File: src/rtl/maze_port_arbiter_pkg.sv
// Shared definitions for the maze port arbiter and the solver agents that talk to it:
// default index width, access-type encoding and agent-id width helper.
package maze_port_arbiter_pkg;

  localparam int MAZE_W_DEFAULT = 6;

  typedef enum logic {
    ACC_READ  = 1'b0,
    ACC_WRITE = 1'b1
  } acc_e;

  function automatic int id_w(input int n);
    return (n <= 2) ? 1 : $clog2(n);
  endfunction

endpackage

File: src/rtl/maze_port_arbiter_rr_pick.sv
// Combinational round-robin picker: first eligible agent after ptr, with wrap.
module maze_port_arbiter_rr_pick #(
  parameter int N  = 2,
  parameter int IW = 1
) (
  input  logic [N-1:0]  eligible,
  input  logic [IW-1:0] ptr,
  output logic [N-1:0]  onehot,
  output logic [IW-1:0] idx,
  output logic          any
);

  logic [IW-1:0] cand;

  always_comb begin
    onehot = '0;
    idx    = '0;
    any    = 1'b0;
    cand   = '0;
    for (int k = 1; k <= N; k++) begin
      cand = IW'((int'(ptr) + k) % N);
      if (!any && eligible[cand]) begin
        any          = 1'b1;
        idx          = cand;
        onehot[cand] = 1'b1;
      end
    end
  end

endmodule

File: src/rtl/maze_port_arbiter.sv
// Round-robin arbiter sharing the single synchronous maze RAM port among NUM_REQ solver agents,
// with a short access lock for atomic read-then-mark, pipelined read return and retirement tracking.
module maze_port_arbiter
  import maze_port_arbiter_pkg::*;
#(
  parameter int NUM_REQ    = 2,
  parameter int maze_width = MAZE_W_DEFAULT,
  parameter int LOCK_TO    = 15
) (
  input  logic                          clk,
  input  logic                          rst_n,
  input  logic [NUM_REQ-1:0]            req,
  input  logic [NUM_REQ-1:0]            req_we,
  input  logic [NUM_REQ-1:0]            req_lock,
  input  logic [NUM_REQ*maze_width-1:0] req_row,
  input  logic [NUM_REQ*maze_width-1:0] req_col,
  input  logic [NUM_REQ-1:0]            agent_done,
  input  logic                          maze_in,
  output logic [NUM_REQ-1:0]            gnt,
  output logic [NUM_REQ-1:0]            rvalid,
  output logic                          rdata,
  output logic [maze_width-1:0]         row,
  output logic [maze_width-1:0]         col,
  output logic                          maze_oe,
  output logic                          maze_we,
  output logic                          all_done
);

  localparam int IW = id_w(NUM_REQ);
  localparam int CW = $clog2(LOCK_TO);

  logic [maze_width-1:0] row_arr [NUM_REQ];
  logic [maze_width-1:0] col_arr [NUM_REQ];
  for (genvar g = 0; g < NUM_REQ; g++) begin : g_unpack
    assign row_arr[g] = req_row[g*maze_width +: maze_width];
    assign col_arr[g] = req_col[g*maze_width +: maze_width];
  end

  logic [NUM_REQ-1:0]    retired_q, retired_d, eligible, pick_oh;
  logic [IW-1:0]         ptr_q, ptr_d, owner_q, owner_d, pick_idx, win_idx;
  logic [IW-1:0]         tag1_id_q, tag1_id_d, tag2_id_q, tag2_id_d;
  logic                  tag1_vld_q, tag1_vld_d, tag2_vld_q, tag2_vld_d;
  logic                  pick_any, lock_q, lock_d, lock_eff, transfer;
  logic [CW-1:0]         idle_q, idle_d;
  logic [maze_width-1:0] row_q, row_d, col_q, col_d;
  logic                  oe_q, oe_d, we_q, we_d, rdata_q, rdata_d, all_done_q, all_done_d;
  logic [NUM_REQ-1:0]    rvalid_q, rvalid_d;
  acc_e                  acc;

  assign eligible = req & ~retired_q & ~agent_done;

  maze_port_arbiter_rr_pick #(.N(NUM_REQ), .IW(IW)) u_pick (
    .eligible (eligible),
    .ptr      (ptr_q),
    .onehot   (pick_oh),
    .idx      (pick_idx),
    .any      (pick_any)
  );

  // A retiring owner frees the port in the same cycle so others are not stalled.
  assign lock_eff = lock_q & ~agent_done[owner_q] & ~retired_q[owner_q];

  always_comb begin
    gnt      = '0;
    win_idx  = pick_idx;
    transfer = pick_any;
    if (lock_eff) begin
      win_idx      = owner_q;
      gnt[owner_q] = eligible[owner_q];
      transfer     = eligible[owner_q];
    end else begin
      gnt = pick_oh;
    end
  end

  always_comb begin
    row_d      = row_q;
    col_d      = col_q;
    oe_d       = 1'b0;
    we_d       = 1'b0;
    ptr_d      = ptr_q;
    acc        = acc_e'(req_we[win_idx]);
    lock_d     = lock_eff;
    owner_d    = owner_q;
    idle_d     = idle_q;
    tag1_vld_d = 1'b0;
    tag1_id_d  = win_idx;
    if (transfer) begin
      row_d      = row_arr[win_idx];
      col_d      = col_arr[win_idx];
      we_d       = (acc == ACC_WRITE);
      oe_d       = (acc == ACC_READ);
      ptr_d      = win_idx;
      tag1_vld_d = (acc == ACC_READ);
      idle_d     = '0;
      if (req_lock[win_idx]) begin
        lock_d  = 1'b1;
        owner_d = win_idx;
      end else begin
        lock_d  = 1'b0;
      end
    end else if (lock_eff) begin
      // Release as the counter reaches LOCK_TO-1, so a rival transfers LOCK_TO cycles after the owner.
      if (idle_q == CW'(LOCK_TO - 2)) begin
        lock_d = 1'b0;
        idle_d = '0;
      end else begin
        idle_d = idle_q + CW'(1);
      end
    end
    // Tag stage 2 lines up with maze_in; rdata/rvalid are captured from it.
    tag2_vld_d = tag1_vld_q;
    tag2_id_d  = tag1_id_q;
    rvalid_d   = tag2_vld_q ? (NUM_REQ'(1) << tag2_id_q) : '0;
    rdata_d    = tag2_vld_q ? maze_in : rdata_q;
    retired_d  = retired_q | agent_done;
    all_done_d = all_done_q | (&(retired_q | agent_done));
  end

  always_ff @(posedge clk or negedge rst_n) begin
    if (!rst_n) begin
      row_q      <= '0;
      col_q      <= '0;
      oe_q       <= 1'b0;
      we_q       <= 1'b0;
      ptr_q      <= IW'(NUM_REQ - 1);
      lock_q     <= 1'b0;
      owner_q    <= '0;
      idle_q     <= '0;
      tag1_vld_q <= 1'b0;
      tag1_id_q  <= '0;
      tag2_vld_q <= 1'b0;
      tag2_id_q  <= '0;
      rvalid_q   <= '0;
      rdata_q    <= 1'b0;
      retired_q  <= '0;
      all_done_q <= 1'b0;
    end else begin
      row_q      <= row_d;
      col_q      <= col_d;
      oe_q       <= oe_d;
      we_q       <= we_d;
      ptr_q      <= ptr_d;
      lock_q     <= lock_d;
      owner_q    <= owner_d;
      idle_q     <= idle_d;
      tag1_vld_q <= tag1_vld_d;
      tag1_id_q  <= tag1_id_d;
      tag2_vld_q <= tag2_vld_d;
      tag2_id_q  <= tag2_id_d;
      rvalid_q   <= rvalid_d;
      rdata_q    <= rdata_d;
      retired_q  <= retired_d;
      all_done_q <= all_done_d;
    end
  end

  assign row      = row_q;
  assign col      = col_q;
  assign maze_oe  = oe_q;
  assign maze_we  = we_q;
  assign rvalid   = rvalid_q;
  assign rdata    = rdata_q;
  assign all_done = all_done_q;

endmodule

File: config.mk
export PLATFORM = sky130hd
export DESIGN_NAME = maze_port_arbiter
export DESIGN_NICKNAME = d
export VERILOG_FILES = /design/src/rtl/maze_port_arbiter_pkg.sv /design/src/rtl/maze_port_arbiter_rr_pick.sv /design/src/rtl/maze_port_arbiter.sv
export SDC_FILE = /design/constraint.sdc
export NUM_CORES = 1
export LEC_CHECK = 0
export CORE_ASPECT_RATIO = 0.7
export CORE_MARGIN = 2
export CORE_UTILIZATION = 43
export DETAILED_ROUTE_END_ITERATION = 6
export HOLD_SLACK_MARGIN = 0.08
export PLACE_DENSITY = 0.79
export SLEW_MARGIN = 15
export SYNTH_ARGS = -nofsm -noshare
export SYNTH_HDL_FRONTEND = slang
export SYNTH_SLANG_ARGS = --single-unit
File: constraint.sdc
create_clock -name clk -period 2.2 [get_ports clk]
set_clock_uncertainty 0.1 [all_clocks]
set_input_delay 0.33 -clock clk [delete_from_list [all_inputs] [get_ports clk]]
set_output_delay 0.33 -clock clk [all_outputs]
set_load 0.01 [all_outputs]
# --- Word level (Yosys, flattened, before mapping) ---
# Index checks and enable logic that the tools add are counted.
word_totals:
  register_bits: 30
  in_bits: 35
  out_inout_bits: 20
  elab_cells: 95
classes:
  addsub: 3
  n_lt_le_gt_ge: 8
  eq_ne: 1
  shift: 1
  muxes: 45
  n_bitwise: 14
  n_reduce_logical: 8
ops:
  columns: ["operator", "n"]
  rows:
  - ["$mux W6", 6]
  - ["$mux W1", 29]
  - ["$mux W4", 3]
  - ["$lt A1 B2 Y1 const B", 4]
  - ["$mux W2", 4]
  - ["$and A2 B2 Y2", 3]
  - ["$add A4 B1 Y4 const B", 1]
  - ["$eq A4 B4 Y1 const B", 1]
  - ["$logic_and A1 B1 Y1", 4]
  - ["$not A2 Y2", 2]
  - ["$or A2 B2 Y2", 2]
  - ["$reduce_and A2 Y1", 2]
  - ["$demux W1 S1", 3]
  - ["$ge A1 B1 Y1 const B", 3]
  - ["$not A1 Y1", 3]
  - ["$add A1 B1 Y1 const B", 2]
  - ["$and A1 B1 Y1", 2]
  - ["$ge A2 B2 Y1 const B", 1]
  - ["$not A1 Y2", 1]
  - ["$reduce_bool A2 Y1", 1]
  - ["$shl A1 B1 Y2 const A", 1]
  - ["$logic_not A1 Y1", 1]
  - ["$or A1 B1 Y1", 1]

# --- Logic depth before layout (Yosys ltp) ---
# Gate-level depths: netlist of the first run.
depth:
  depth_word: 14
  depth_mapped: 6
  ltp_nobuf: 6

# --- Hierarchy ---
# From an unflattened synthesis of the first run, not the netlist that was laid out.
unflattened:
  cells_unflattened: 133
  hier_area_um2: 1451.4
modules_own_cells:
  columns: ["mod", "n_inst", "cells_per_inst", "area_per_inst_um2", "seq_area_each_um2"]
  rows:
  - ["maze_port_arbiter", 1, 128, 1418.9, 752.0]
  - ["maze_port_arbiter_rr_pick", 1, 5, 32.5, 0.0]

# --- Worst setup path after synthesis of the first run ---
# Ideal clock, no wire load.
synth_path:
  kind: "reg2out"
  start: "reg retired_q[0]"
  end: "out gnt[1]"
  t_arrival_ns: 1.689
  required_time_ns: 1.770
  setup_slack_ns: 0.081
  path_stages_with_launch: 6
  n_path_buf: 2
  path_cell_list: "dfrtp_1 > or4b_1 > buf_2 > and2_4 > buf_6 > a211oi_1"
synth_between:
  elab_chain_cells: 10
  word_cells_on_any_way: 21
  cone_classes: "mux (12); bitwise (7); reduce/logical (2)"
synth_lines:
  columns: ["element", "line", "source"]
  rows:
  - ["start: declaration", "maze_port_arbiter.sv:39", "logic [NUM_REQ-1:0] retired_q, retired_d, eligible, pick_oh;"]
  - ["start signal: assignment", "maze_port_arbiter.sv:153", "retired_q <= retired_d;"]
  - ["$not A2 Y2", "maze_port_arbiter.sv:50", "assign eligible = req & ~retired_q & ~agent_done;"]
  - ["$and A2 B2 Y2 (2 in a row)", "maze_port_arbiter.sv:50", null]
  - ["$mux W1 (implied by the code) (2 in a row)", "maze_port_arbiter_rr_pick.sv:22", "if (!any && eligible[cand]) begin"]
  - ["$mux W1", "maze_port_arbiter_rr_pick.sv:22", null]
  - ["$logic_not A1 Y1", "maze_port_arbiter_rr_pick.sv:22", null]
  - ["$logic_and A1 B1 Y1", "maze_port_arbiter_rr_pick.sv:22", null]
  - ["$mux W2", "maze_port_arbiter_rr_pick.sv:22", null]
  - ["$mux W2 *", "maze_port_arbiter.sv:67", "if (lock_eff) begin"]
  - ["end: declaration", "maze_port_arbiter.sv:19", "output logic [NUM_REQ-1:0] gnt,"]
# Every way passes the cells marked *; elsewhere a longest branch is shown, timed or not. The select of a mux whose other input is x is not followed.

# --- Worst setup path in the final report of the first run ---
layout_path:
  start: "reg owner_q"
  end: "out gnt[1]"
layout_between:
  elab_chain_cells: 6
  word_cells_on_any_way: 17
  cone_classes: "order compare (2); mux (9); bitwise (5); reduce/logical (1)"
layout_lines:
  columns: ["element", "line", "source"]
  rows:
  - ["start: declaration", "maze_port_arbiter.sv:40", "logic [IW-1:0] ptr_q, ptr_d, owner_q, owner_d, pick_idx, win_idx;"]
  - ["start signal: assignment", "maze_port_arbiter.sv:145", "owner_q <= owner_d;"]
  - ["$lt A1 B2 Y1 (implied by the code) (tied with other cells)", "maze_port_arbiter.sv:69", "gnt[owner_q] = eligible[owner_q];"]
  - ["$logic_and A1 B1 Y1 (implied by the code) / $mux W1 (equally long branches)", "maze_port_arbiter.sv:69, maze_port_arbiter.sv:61", null]
  - ["$mux W1 (implied by the code) / $not A1 Y1 (equally long branches)", "maze_port_arbiter.sv:69, maze_port_arbiter.sv:61", null]
  - ["$demux W1 S1 / $and A1 B1 Y1 (equally long branches)", "maze_port_arbiter.sv:69, maze_port_arbiter.sv:61", null]
  - ["$and A2 B2 Y2 (no source line) / $and A1 B1 Y1 (equally long branches)", null, null]
  - ["$mux W2 *", "maze_port_arbiter.sv:67", null]
# Marked as above.

==> impl_results.md, run 1 <==
* Fin nets at 262
* Max cap viols at 0
* WL/cell at 17.2 µm
* Worst setup SP type: flip-flop
* Antenna-violating nets left at 0
* Via count at 1506
* Syn Inst Count at 147
* RSZ-0062 raised after global routing: yes
* Critical setup path kind: reg -> out
* Pin count of the biggest net entering global routing at 31
* Initial antenna violation count at 0
* Grt met3 use at 0.106
* Ports at 55
* Yosys warns at 0
* Final hold vios at 0
* Relative slew slack at 0.543
* Failing checks: setup timing
* Total clock buffers created by CTS at 5
* Pint at 1020 µW
* Clock Power Share at 0.335
* Hold buffers post-CTS at 0
* Total grt overflow at 0
* Busiest grt layer: met2
* Combined area of the multi-input logic cells at 653 µm²
* I/O Buffers at 54
* Pins Over Slew Limit at 0
* Post-Route WL at 4540 µm
* Crit Path Max Fanout at 3
* Post-synth EDFFs at 0
* Die span in x at 73.0 µm
* Initial Utilization at 0.452
* Worst hold start: tag1_id_q
* Post-synthesis sequential area ratio at 0.525
* Post-route setup slack at -0.0316 ns
* Fraction of registers with async set/reset at 1.00
* # rows at 17
* M1 GR Usage at 0.309
* Final worst-path cycle share at 1.01
* Final GP Congestion at 0.911
* Reg area at 752 µm²
* Setup crit end kind: output pin
* Core region area at 3170 µm²
* Syn Nets at 184
* Pleak at 0.000981 µW
* Final min period at 2.23 ns
* DRC at 0
* Antenna diodes at 0
* Synth-to-Final Area Change at 61.6%
* Die height at 52.3 µm
* CTS sink count at 30
* Syn avg cell area at 9.74 µm²
* Vias in the first global route at 1594
* Critical path arrival at 1.80 ns
* FMAX at 448 MHz
* Place WS at -0.633 ns
* Combinational Power Share at 0.196
* Synth Register Bits at 30
* WHS at 0.259 ns
* Seq pwr share at 0.469
* Final core occ at 0.730
* First-pass GRT wire length at 7200 µm
* Syn Std Cell Area at 1430 µm²
* Switch share at 0.245
* Endpoints failing setup at 2
* HP Class: reg -> reg
* Top FF cell, synth: dfrtp_1
* Clock Tree Root: clkbuf_8
* Filler instances at 209
* Max IR drop VDD at 0.357 mV
* Die ar. at 3810 µm²
* Drt initial violations at 108
* Status: complete, but fails checks
* Critical Path Start: owner_q
* Initial DRT Pass Iterations at 4
* CTS H-tree depth at 2
* CTS tree: done
* Clk_lat worst skew at 0.28 ns
* Via density at 5.70
* Clk slew on worst S/H paths at 0.06 ns
* GRT Overall Usage at 0.259
* Power Density at 586 nW/µm²
* Grt met2 use at 0.417
* Worst R2R Start: lock_q
* Yosys cell types at 36
* Hpwl dp at 3000 µm
* Crit path required time at 1.77 ns
* Tightest Pin Transition at 0.686 ns
* Longest Clk Path Bufs at 2
* Layout cells sized above 1 at 0.208
* Psw at 332 µW
-- cell type report --
class                           count  share of cell area
Inverter                            4             0.00649
Multi-Input combinational cell    102               0.282
Timing Repair Buffer               82               0.326
Sequential cell                    30               0.325
Tap cell                           38              0.0206
Clock buffer                        7              0.0373
Clock inverter                      1             0.00216
-- cells in the mapped netlist (2+ instances only) --
cell | instances | share of area
nor2_1 | 5 | 0.013
and2_1 | 2 | 0.0087
and3_1 | 3 | 0.013
buf_2 | 2 | 0.0070
o21ai_0 | 17 | 0.059
clkbuf_1 | 8 | 0.021
inv_1 | 4 | 0.010
a31oi_1 | 13 | 0.057
nand3_1 | 15 | 0.052
nor2b_1 | 2 | 0.0087
nand2_1 | 3 | 0.0079
ha_1 | 2 | 0.017
a21oi_1 | 19 | 0.066
dfrtp_1 | 29 | 0.51
or3_1 | 2 | 0.0087
-- final timing paths --
check,endpoint,slack [ns],depth (start not counted)
max,gnt[1],-0.03,4
min,tag2_id_q,0.26,0
max reg2reg,col[5],0.04,7
min reg2reg,tag2_id_q,0.26,0
max in group asynchronous,ptr_q,1.33,2
min in group asynchronous,idle_q[2],0.34,2
-- cell usage in the layout, fill, tap and decap left out, types with 3 or more instances in the layout --
cell type / count
a21oi_1: 18
a31oi_1: 13
and3_1: 3
buf_4: 26
clkbuf_8: 6
clkdlybuf4s50_1: 50
dfrtp_1: 29
inv_1: 4
nand2_1: 3
nand3_1: 15
nor2_1: 5
o21ai_0: 16
-- what timing repair did --
item,4_1_cts,5_1_grt
gates cloned,0,0
hold endpoints to repair,0,0
resized for setup,17,3
setup buffers,5,0
setup endpoints to repair,6,16
pin swaps,4,2
-- power by group through the flow --
stage	Clock (µW)	Sequential, µW	Combinational (µW)
3_5_place_dp	0	642	257
4_1_cts	457	635	265
6_report	453	636	266
3_3_place_gp	0	642	247
2_1_floorplan	0	659	56.0
5_1_grt	487	642	287
-- worst max-delay path, stage by stage (launching register included) --
cell and delay (ns):
dfrtp_1 0.40, or4b_4 0.53, and2_4 0.19, a211oi_4 0.23, buf_2 0.17
-- cells by family (layout without fill, tap and decap cells) --
group | after synthesis | count (layout) | synth area share
mux | 2 | 2 | 0.0149
simple gates | 40 | 40 | 0.163
compound gates | 58 | 58 | 0.233
flops | 30 | 30 | 0.525
fa+ha+maj | 2 | 2 | 0.0175
buf+inv | 15 | 94 | 0.0463
-- routing by layer --
| layer | up-vias | part of all wire |
|---|---|---|
| met1 | 729 | 0.43 |
| met4 | 0 | 0.019 |
| met3 | 13 | 0.062 |
| met5 | - | 0 |
| li1 | 702 | - |
| met2 | 62 | 0.49 |
-- state kept, by name, summed over array words and instances, names as in the netlist, 2 cells and up --
signal and cells:
row 6, rvalid 2, idle_q 4, retired_q 2
col 6
-- through the flow --
step	instance area [µm²]	cells	total power, µW	TNS [ns]
floorplan	1430	147	715	0
global placement	2150	251	889	-4.33
detailed placement	2150	251	899	-5.79
CTS	2300	264	1360	-0.0338
global route	2310	264	1420	-0.188
finish	2310	264	1360	-0.0391
(Power assumes the default switching activity.)
==> run 2: changes to the inputs <==
Settings changed: CORE_MARGIN 2 to not set.
==> run 2 against run 1 <==
Against the previous run: the flow finishes with violations (DRC, setup timing); power down 4.1%; highest routed layer unchanged; first-iteration DRC count up 60%; die area down 6.5%; maximum frequency up 1.2%.
==> impl_results.md, run 2 (synthesis gave the netlist of run 1 again) <==
* Via count at 1513
* Combinational Power Share at 0.196
* Switch share at 0.240
* # rows at 17
* Psw at 311 µW
* Total clock buffers created by CTS at 5
* Antenna-violating nets left at 0
* CTS sink count at 30
* Clock Tree Root: clkbuf_8
* WL/cell at 15.7 µm
* Fin nets at 261
* Hold buffers post-CTS at 0
* FMAX at 454 MHz
* GRT Overall Usage at 0.256
* Post-Route WL at 4130 µm
* Final worst-path cycle share at 1.00
* Pleak at 0.000970 µW
* Commonest cells after routing, fill and taps aside: clkdlybuf4s50_1 (50), dfrtp_1 (29), buf_4 (24)
* Initial antenna violation count at 0
* Crit Path Max Fanout at 4
* Place WS at -0.610 ns
* Worst R2R Start: lock_q
* CTS H-tree depth at 2
* DRC at 1
* Setup crit end kind: output pin
* Endpoints failing setup at 1
* Crit path to: gnt[1]
* HP Class: reg -> reg
* RSZ-0062 raised after global routing: yes
* Synth-to-Final Area Change at 59.4%
* Final hold vios at 0
* Layout cells sized above 1 at 0.187
* Die height at 50.3 µm
* Final min period at 2.20 ns
* Core region area at 3170 µm²
* Most common cell after layout, fill and taps aside: clkdlybuf4s50_1
* Die ar. at 3570 µm²
* Critical Path Start: lock_q
* First-pass GRT wire length at 6770 µm
* Clk_lat worst skew at 0.27 ns
* Via density at 5.75
* Initial DRT Pass Iterations at 7
* Hpwl dp at 3040 µm
* Critical path arrival at 1.77 ns
* I/O Buffers at 54
* Post-route setup slack at -0.00430 ns
* Crit path required time at 1.77 ns
* Failing checks: DRC, setup timing
* Clock Power Share at 0.315
* Antenna diodes at 0
* Ports at 55
* Pint at 989 µW
* Pins Over Slew Limit at 0
* Power Density at 570 nW/µm²
* Pin count of the biggest net entering global routing at 31
* CTS tree: done
* Seq pwr share at 0.489
* Status: complete, but fails checks
* Longest Clk Path Bufs at 2
* Drt initial violations at 173
* R2R Path End: row[4]
* Worst setup SP type: flip-flop
* Relative slew slack at 0.690
* Vias in the first global route at 1471
* Die span in x at 71.0 µm
* Initial Utilization at 0.452
* Max IR drop VDD at 0.403 mV
* Max cap viols at 0
* Clk slew on worst S/H paths at 0.06 ns
* Worst Reg-to-Reg Cells at 8
* Tightest Pin Transition at 0.458 ns
* Flop2flop setup slack at 0.14 ns
* Tot Pwr at 1300 µW
* Critical setup path kind: reg -> out
* Final GP Congestion at 0.943
* Total grt overflow at 0
## run 2: changes by cell type in the layout (fill, tap and decap cells not counted), sizes merged
cell    before  now
clkbuf       7    8
buf         30   29
clkinv       1    0
## run 2: metal layers
metal  track usage  part of all wire
met1         0.308              0.41
met2         0.396              0.48
met3        0.0984             0.095
met4         0.143             0.015
met5             0                 0
## run 2: final cells by class
cell class,count,area [µm²]
fillers,210,887
repair buffers,81,759
clock buffers,8,80.1
inverters,4,15.0
multi-input cells,102,628
well taps,38,47.5
flip-flops and latches,30,752
## run 2: timing repair
item | 4_1_cts | 5_1_grt
pin swaps | 4 | 3
endpoints found under the setup margin | 3 | 2
resized for setup | 15 | 1
buffers inserted | 1 | 2
## run 2: worst min path at each step
stage / start / end / slack, ns / cells past startpoint
2_1_floorplan: rst_n / all_done / -0.07 / 0
3_3_place_gp: tag1_id_q / tag2_id_q / 0.23 / 0
3_5_place_dp: tag1_id_q / tag2_id_q / 0.24 / 0
4_1_cts: tag1_id_q / tag2_id_q / 0.25 / 0
5_1_grt: tag1_id_q / tag2_id_q / 0.27 / 0
6_report: tag1_id_q / tag2_id_q / 0.25 / 0
## run 2: metrics by stage
step           hold slack (ns)   util   TNS, ns  instances  area [µm²]
4_1_cts                  0.253  0.714  -0.00326        261        2260
3_5_place_dp             0.240  0.686     -5.12        252        2170
5_1_grt                  0.270  0.720    -0.135        263        2280
6_report                 0.251  0.720  -0.00430        263        2280
2_1_floorplan          -0.0656      -         0        147        1430
3_3_place_gp             0.232  0.686     -3.92        252        2170
## run 2: power by group through the flow
stage | combinational [µW] | sequential [µW] | clock, µW
5_1_grt | 274 | 641 | 459
6_report | 255 | 636 | 410
3_3_place_gp | 247 | 642 | 0
4_1_cts | 256 | 636 | 415
2_1_floorplan | 56.0 | 659 | 0
3_5_place_dp | 256 | 643 | 0
## run 2: worst max-delay path, stage by stage, from the launching register on
cell and delay, ns:
dfrtp_1 0.39, or4bb_1 0.52, and2_4 0.19, a211oi_2 0.23, buf_2 0.18
==> run 3: changes to the inputs <==
Settings changed: CORE_MARGIN set to 2.
==> results of run 3 <==
Final layout, timing and power as in run 1 (identical DEF).
